[config.mk]
export PLATFORM = sky130hd
export DESIGN_NAME = data_encryption_tx
export DESIGN_NICKNAME = d
export VERILOG_FILES = /design/src/rtl/data_encryption_tx.sv
export SDC_FILE = /design/constraint.sdc
export NUM_CORES = 1
export LEC_CHECK = 0
export ABC_CLOCK_PERIOD_IN_PS = 2400
export BUFFER_PORTS_ARGS = -buffer_cell sky130_fd_sc_hd__buf_2
export CORE_AREA = 2 2 66 68
export CTS_CLUSTER_DIAMETER = 50
export DETAILED_ROUTE_END_ITERATION = 8
export DIE_AREA = 0 0 68 70
export PLACE_DENSITY_LB_ADDON = 0.25
export SKIP_LAST_GASP = 1
export SYNTH_ARGS = -nofsm -noshare
export SYNTH_HDL_FRONTEND = slang
export SYNTH_SLANG_ARGS = --single-unit
[constraint.sdc]
create_clock -name clk -period 2.4 [get_ports clk]
set_input_delay 0.48 -clock clk [delete_from_list [all_inputs] [get_ports clk]]
set_output_delay 0.48 -clock clk [all_outputs]
set_load 0.05 [all_outputs]
[src/rtl/data_encryption_tx.sv]
// data_encryption_tx: transmit-side encoder for the dual-rail 10-bit framed
// nibble protocol. Payload nibbles are buffered in a small FIFO. Each one is
// wrapped into a complementary frame pair and presented on a valid/ready
// handshake. A programmable idle gap follows every accepted frame.
//
// Ports:
//   clk          system clock, rising edge
//   rst          synchronous active-high reset
//   din          payload nibble
//   din_valid    din holds a nibble to push
//   din_ready    FIFO can accept a nibble (combinational from registered count)
//   frame1       true-rail frame       {3'b001, d, 3'b100}
//   frame2       complement-rail frame {3'b001, ~d, 3'b100}
//   frame_valid  frame1/frame2 hold a valid pair
//   frame_ready  downstream consumes the frame this cycle
//   fifo_count   nibbles currently buffered
//   frames_sent  accepted frames, modulo 256
module data_encryption_tx #(
  parameter int unsigned DEPTH = 4,
  parameter int unsigned GAP   = 2
) (
  input  logic                   clk,
  input  logic                   rst,
  input  logic [3:0]             din,
  input  logic                   din_valid,
  output logic                   din_ready,
  output logic [9:0]             frame1,
  output logic [9:0]             frame2,
  output logic                   frame_valid,
  input  logic                   frame_ready,
  output logic [$clog2(DEPTH):0] fifo_count,
  output logic [7:0]             frames_sent
);

  localparam int unsigned AW = $clog2(DEPTH);
  localparam int unsigned CW = AW + 1;
  localparam int unsigned GW = (GAP < 2) ? 1 : $clog2(GAP);

  typedef enum logic [1:0] {
    S_IDLE,
    S_SEND,
    S_GAP
  } state_e;

  state_e        state_q, state_d;
  logic [3:0]    mem_q [DEPTH];
  logic [AW-1:0] wr_ptr_q, rd_ptr_q;
  logic [CW-1:0] count_q;
  logic [9:0]    frame1_q, frame1_d;
  logic [9:0]    frame2_q, frame2_d;
  logic          valid_q, valid_d;
  logic [GW-1:0] gap_q, gap_d;
  logic [7:0]    sent_q, sent_d;
  logic          push_c, pop_c;
  logic [3:0]    head_c;

  function automatic logic [9:0] build_frame(input logic [3:0] d);
    return {3'b001, d, 3'b100};
  endfunction

  // No bypass: readiness depends only on the registered count.
  assign din_ready = !rst && (count_q < CW'(DEPTH));
  assign push_c    = din_valid && din_ready;
  assign head_c    = mem_q[rd_ptr_q];

  // State register.
  always_ff @(posedge clk) begin
    if (rst) begin
      state_q <= S_IDLE;
    end else begin
      state_q <= state_d;
    end
  end

  // Next-state logic.
  always_comb begin
    state_d = state_q;
    unique case (state_q)
      S_IDLE: begin
        if (count_q != '0) state_d = S_SEND;
      end
      S_SEND: begin
        if (frame_ready) begin
          // With GAP == 1 the IDLE pass is itself the single idle cycle.
          if (GAP > 1)             state_d = S_GAP;
          else if (GAP == 1)       state_d = S_IDLE;
          else if (count_q == '0)  state_d = S_IDLE;
        end
      end
      S_GAP: begin
        // Leave while the last gap cycle is still counting; IDLE supplies it.
        if (gap_q <= GW'(1)) state_d = S_IDLE;
      end
      default: state_d = S_IDLE;
    endcase
  end

  // Output / datapath next values.
  always_comb begin
    pop_c    = 1'b0;
    frame1_d = frame1_q;
    frame2_d = frame2_q;
    valid_d  = valid_q;
    gap_d    = gap_q;
    sent_d   = sent_q;
    unique case (state_q)
      S_IDLE: begin
        if (count_q != '0) begin
          pop_c    = 1'b1;
          frame1_d = build_frame(head_c);
          frame2_d = build_frame(~head_c);
          valid_d  = 1'b1;
        end
      end
      S_SEND: begin
        if (frame_ready) begin
          sent_d   = sent_q + 8'd1;
          frame1_d = '0;
          frame2_d = '0;
          valid_d  = 1'b0;
          if (GAP > 1) begin
            gap_d = GW'(GAP - 1);
          end else if ((GAP == 0) && (count_q != '0)) begin
            // Back-to-back: load the next head on the accepting edge.
            pop_c    = 1'b1;
            frame1_d = build_frame(head_c);
            frame2_d = build_frame(~head_c);
            valid_d  = 1'b1;
          end
        end
      end
      S_GAP: begin
        gap_d = (gap_q == '0) ? '0 : gap_q - GW'(1);
      end
      default: ;
    endcase
  end

  // Control and datapath registers.
  always_ff @(posedge clk) begin
    if (rst) begin
      wr_ptr_q <= '0;
      rd_ptr_q <= '0;
      count_q  <= '0;
      frame1_q <= '0;
      frame2_q <= '0;
      valid_q  <= 1'b0;
      gap_q    <= '0;
      sent_q   <= '0;
    end else begin
      frame1_q <= frame1_d;
      frame2_q <= frame2_d;
      valid_q  <= valid_d;
      gap_q    <= gap_d;
      sent_q   <= sent_d;
      if (push_c) wr_ptr_q <= wr_ptr_q + AW'(1);
      if (pop_c)  rd_ptr_q <= rd_ptr_q + AW'(1);
      unique case ({push_c, pop_c})
        2'b10:   count_q <= count_q + CW'(1);
        2'b01:   count_q <= count_q - CW'(1);
        default: ;
      endcase
    end
  end

  // FIFO storage; contents are don't-care until written.
  always_ff @(posedge clk) begin
    if (push_c) mem_q[wr_ptr_q] <= din;
  end

  assign frame1      = frame1_q;
  assign frame2      = frame2_q;
  assign frame_valid = valid_q;
  assign fifo_count  = count_q;
  assign frames_sent = sent_q;

endmodule

## Yosys cells after proc, flatten, opt, wreduce, memory -nomap -nowiden

Memory sizes are Yosys's and may differ from the RTL's. A register that Yosys moved wholly into a read port is not among the register bits.
Cells that the tools add are included.

| storage, ports and cells | value |
|---|---|
| bits in writable memories | 16 |
| memories | 1 |
| register bits after elaboration | 39 |
| input bits | 8 |
| output and inout bits | 33 |
| logic and storage cells | 60 |

Memories:

| memory | depth | bits a word | rd ports | clocked after memory_dff | wr ports | line | text |
|---|---|---|---|---|---|---|---|
| mem_q | 4 | 4 | 1 | 1 | 1 | 46 | `logic [3:0] mem_q [DEPTH];` |

| operators by class | value |
|---|---|
| reductions and logical operators | 12 |
| magnitude comparators | 2 |
| bitwise logic cells | 1 |
| equality and inequality tests | 7 |
| multiplexer cells | 22 |
| add/sub/neg operators | 6 |

Operators by type and width:

| kind | count |
|---|---|
| $pmux W10 S2 | 2 |
| $mux W10 | 3 |
| $mux W2 | 5 |
| $add A8 B1 Y8 const B | 1 |
| $mux W1 | 8 |
| $ne A2 B2 Y1 const B | 3 |
| $pmux W2 S3 | 1 |
| $pmux W3 S2 | 1 |
| $reduce_and A3 Y1 | 2 |
| $reduce_bool A2 Y1 | 3 |
| $add A2 B1 Y2 const B | 2 |
| $eq A2 B1 Y1 const B | 2 |
| $eq A2 B2 Y1 const B | 2 |
| $not A4 Y4 | 1 |
| $pmux W1 S2 | 2 |
| $reduce_and A2 Y1 | 2 |
| $add A3 B1 Y3 const B | 1 |
| $lt A3 B3 Y1 const B | 1 |
| $reduce_bool A3 Y1 | 1 |
| $sub A3 B1 Y3 const B | 1 |
| $logic_and A1 B1 Y1 | 2 |
| $logic_not A2 Y1 | 1 |
| $le A1 B1 Y1 const B | 1 |
| $logic_not A1 Y1 | 1 |
| $sub A1 B1 Y1 const B | 1 |

## Logic depth before layout (Yosys ltp)

| depth | value |
|---|---|
| depth in word-level cells | 5 |
| depth in mapped cells | 10 |
| depth with buffers taken out | 9 |

## Worst setup path before layout

No wires, ideal clock.

| timing | value |
|---|---|
| path kind | register to register |
| start point | register count_q[2], in the netlist fifo_count[2] |
| end point | register count_q[2], in the netlist fifo_count[2] |
| arrival | 2.475 ns |
| data required time | 2.329 ns |
| path buffers | 0 |
| path slack | -0.146 ns |
| setup time | 0.071 ns |
| period minus slack after synthesis | 2.546 ns |
| cell stages (with the launch flop) | 10 |
| path through | dfxtp_1 nor3_1 or2_2 inv_2 ha_1 inv_1 fa_1 xor2_1 or3_1 a21oi_1 |

| between the ends | value |
|---|---|
| cells in the longest elaborated chain, start to end | 5 |
| elaborated cells between the ends (all ways) | 12 |
| classes of those cells | add/sub (2); order compare (1); eq/ne (2); mux (3); reduce/logical (4) |

RTL lines:

| item | line | text |
|---|---|---|
| from (decl) | 48 | `logic [CW-1:0] count_q;` |
| from (signal assigned) | 159 | `2'b10: count_q <= count_q + CW'(1);` |
| from (signal assigned) | 160 | `2'b01: count_q <= count_q - CW'(1);` |
| $reduce_bool A3 Y1 * | 108 | `if (count_q != '0) begin` |
| $mux W1 * | 108 |  |
| $mux W1 * | 106 | `unique case (state_q)` |
| via pop_c | 54 | `logic push_c, pop_c;` |
| $eq A2 B1 Y1 or $eq A2 B2 Y1 (tied branches) | 158 | `unique case ({push_c, pop_c})` |
| $pmux W3 S2 or $reduce_bool A2 Y1 (tied branches) | -- |  |

Mark *: on every way through the listed nets, which the timed path passes. The rest lies on a longest branch.
A chain may end at the register's enable or synchronous reset.

## Worst setup path in the final report

| timing | value |
|---|---|
| start point | register state_q[0] |
| end point | register count_q[2], in the netlist fifo_count[2] |

| between the ends | value |
|---|---|
| cells in the longest elaborated chain, start to end | 4 |
| elaborated cells between the ends (all ways) | 6 |
| classes of those cells | eq/ne (2); mux (2); reduce/logical (2) |

RTL lines:

| item | line | text |
|---|---|---|
| from (decl) | 45 | `state_e state_q, state_d;` |
| from (signal assigned) | 71 | `state_q <= state_d;` |
| $logic_not A2 Y1 * | 106 |  |
| $mux W1 * | 106 |  |
| via pop_c | 54 |  |
| $eq A2 B1 Y1 or $eq A2 B2 Y1 (tied branches) | 158 |  |
| $pmux W3 S2 or $reduce_bool A2 Y1 (tied branches) | -- |  |

Marked as above.

==> metrics.txt <==
die width=68 um; peak per-stage delay on the critical path=0.37 ns; final setup TNS=0 ns; # port buffers=32; MaxCap Viol Count=0; CTS tree=done; Final GP Congestion=0.6794; initial detailed-routing violation count=62; crit path capture type=register; Fill cells=374; Syn Area/Cell=11.49 um^2; slew of the pin with the lowest slew margin=0.5721 ns; largest net degree at the start of global routing=24; Synth warnings=0; Synth area leader=dfxtp_1; Synth top area share=29.93%; mapped cell area=1873 um^2; skew final=0.009489 ns; First-pass DRT Iterations=4; Fin. Hold Viols=0; Hold WC Path Type=input port to register; clock tree buffer depth=2; Post-synth EDFFs=16; worst path required time=2.62 ns; RSZ-0062 raised after global routing=false; # rows=24; top-count cell post-synth=dfxtp_1; H-Tree Depth=2; Final period util=93.07%; CTS clk-pin slew, worst paths=0.08 ns; via count=1253; antenna violations before repair=0; Setup Fix Bufs, Post-CTS=0; Worst Setup Start Kind=register; Slowest cell on crit path=fa_1; crit path cell chain=or2_0 -> or2_2 -> inv_2 -> ha_1 -> inv_1 -> fa_1 -> xor2_1 -> or3_1 -> a21oi_1; gr usage total=15.07%; vias per cell=5.032; synthesis-stage register bit count=44; synth unique cells=33; I/O pin count=41; mean routed wirelength per cell=13.01 um; Die Span Y=70 um; fraction of layout cells with a size suffix above 1=28.43%; slew margin rel.=61.56%; Starting Density=45.20%; Clock Sinks=44; synth top area cells=dfxtp_1 (30%), edfxtp_1 (26%), buf_4 (4.8%), mux4_2 (4.8%), ha_1 (4.0%); ys flop type=dfxtp_1; hold slack=0.3995 ns; cts hold-fix bufs=0; max-slew violations=0; crit-path max FO=4; peak supply drop=0.5089 mV; global-route wire length before repair=5244 um; multi-input logic area=710.7 um^2; setup violators final=0; ANT cells=0; ANT nets after route=0; Critical Path AT=2.45 ns; total power per unit cell area=1258 nW/um^2; Worst path top cell family by delay=simple AND/OR/NAND/NOR gates; Skew-Pair Late Insertion Delay=0.29 ns; min Tclk post-route=2.234 ns; Register Area=1046 um^2; Core Area=4144 um^2; drc violations=0; Post-Route WL=3240 um; synth cell count leaders=dfxtp_1 (28), edfxtp_1 (16), a21oi_1 (12), buf_4 (12), nand3_1 (10); Area Overhead vs Synth=16.50%; GR Overflow Total=0; Leak=0.8861 nW; nets=211; Clock Tree Root=clkbuf_8; Synth Instances=163; Tot Pwr=0.002745 W; Die ar.=4760 um^2; sequential area share after synthesis=55.58%; Num CTS Buffers=5; CP bufs+invs=2; Max Clk Rate=447.7 MHz; Final HPWL DP=2390 um; kind of critical path=register to register; vias in the first global route=1160; ys async rst share=0%; status=finished, final reports clean
-- worst reg2reg max path, delay by kind of cell (launching register included) --
kind                       cells  cell delay, ns
AOI/OAI and AO/OA              1            0.14
xor gates and xnor gates       1            0.16
adders and majority gates      2            0.53
buffers and inverters          2            0.13
DFF                            1            0.35
and+or+nand+nor                3            0.87
-- metal layers --
layer  wire length [um]  vias up  share of wire, %  global-route usage [%]
met1               1425      589                44                   17.96
met2               1604       27                50                   24.70
met5                  0        -                 0                       0
li1                   -      633                 -                       -
met3                160        4               4.9                   5.314
met4                 51        0               1.6                   5.333
-- kinds of logic (layout without fill, tap and decap cells) --
group	after synthesis	after routing	share of synthesized area, %
other	1	8	0.2002
flip-flops	44	44	55.58
XOR/XNOR	5	5	2.338
adder cells (fa/ha/maj)	7	7	5.077
multiplexers	5	5	5.344
AO/OA/AOI/OAI	29	29	9.486
buffers and inverters	27	54	7.882
AND/OR/NAND/NOR	45	45	14.10
-- placed cells by master (no fill, tap or decap), types with 2 or more instances in the layout --
| master | count |
|---|---|
| nor2_1 | 9 |
| nand2_1 | 4 |
| dfxtp_2 | 4 |
| o2bb2ai_1 | 4 |
| clkbuf_8 | 5 |
| o21ai_0 | 4 |
| nor3_1 | 2 |
| buf_4 | 4 |
| inv_1 | 9 |
| xor2_1 | 3 |
| or3_1 | 5 |
| conb_1 | 8 |
| o31ai_1 | 5 |
| or4_1 | 4 |
| bufinv_16 | 2 |
| o22ai_1 | 4 |
| edfxtp_1 | 16 |
| and2_1 | 4 |
| ha_1 | 6 |
| mux4_2 | 4 |
| a21oi_1 | 12 |
| buf_2 | 32 |
| dfxtp_1 | 24 |
| xnor2_1 | 2 |
| nand3_1 | 10 |
-- area by class of cell --
cell class                      count  area share [%]
Clock inverter                      2           2.752
Tap cell                           52           2.982
Clock buffer                        6           3.326
Inverter                           10           1.720
Timing Repair Buffer               36           8.716
Multi-Input combinational cell     99           32.57
Sequential cell                    44           47.94
-- what timing repair did --
action	in CTS	in global routing
resized for setup	0	1
endpoints found under the hold margin	0	0
setup endpoints to repair	0	1
-- worst paths after layout --
kind | start | end | slack [ns] | cells after the start
max | state_q[0]$_SDFFE_PP0P_ | fifo_count[2]$_SDFFE_PP0P_ | 0.17 | 9
min | din[3] | mem_q[2][3]$_DFFE_PP_ | 0.40 | 1
max reg2reg | state_q[0]$_SDFFE_PP0P_ | fifo_count[2]$_SDFFE_PP0P_ | 0.17 | 9
min reg2reg | frame1[5]$_SDFFE_PP0P_ | frame1[5]$_SDFFE_PP0P_ | 0.48 | 2
-- metrics by stage --
step	setup slack, ns	area (um^2)	util, %	cells
6_report	0.1663	2182	52.66	249
5_1_grt	0.004318	2182	52.66	249
4_1_cts	0.1314	2181	52.63	249
3_5_place_dp	0.1520	2048	49.43	241
3_3_place_gp	0.2065	2048	49.43	241
2_1_floorplan	0.05840	1903	-	170
-- registers in the layout, summed over array words and instances (netlist names), named ones only --
name,count
frame2,4
mem_q,16
frame1,5
fifo_count,3
frames_sent,8
state_q,2
wr_ptr_q,2
rd_ptr_q,2
-- report_power, final --
part | internal, W | total [W] | switching [W]
clock network | 0.000416 | 0.000653 | 0.000237
logic | 0.000328 | 0.00108 | 0.000754
registers | 0.000910 | 0.00101 | 0.0000995
total | 0.00165 | 0.00275 | 0.00109
Power figures use the tool's default switching activity.
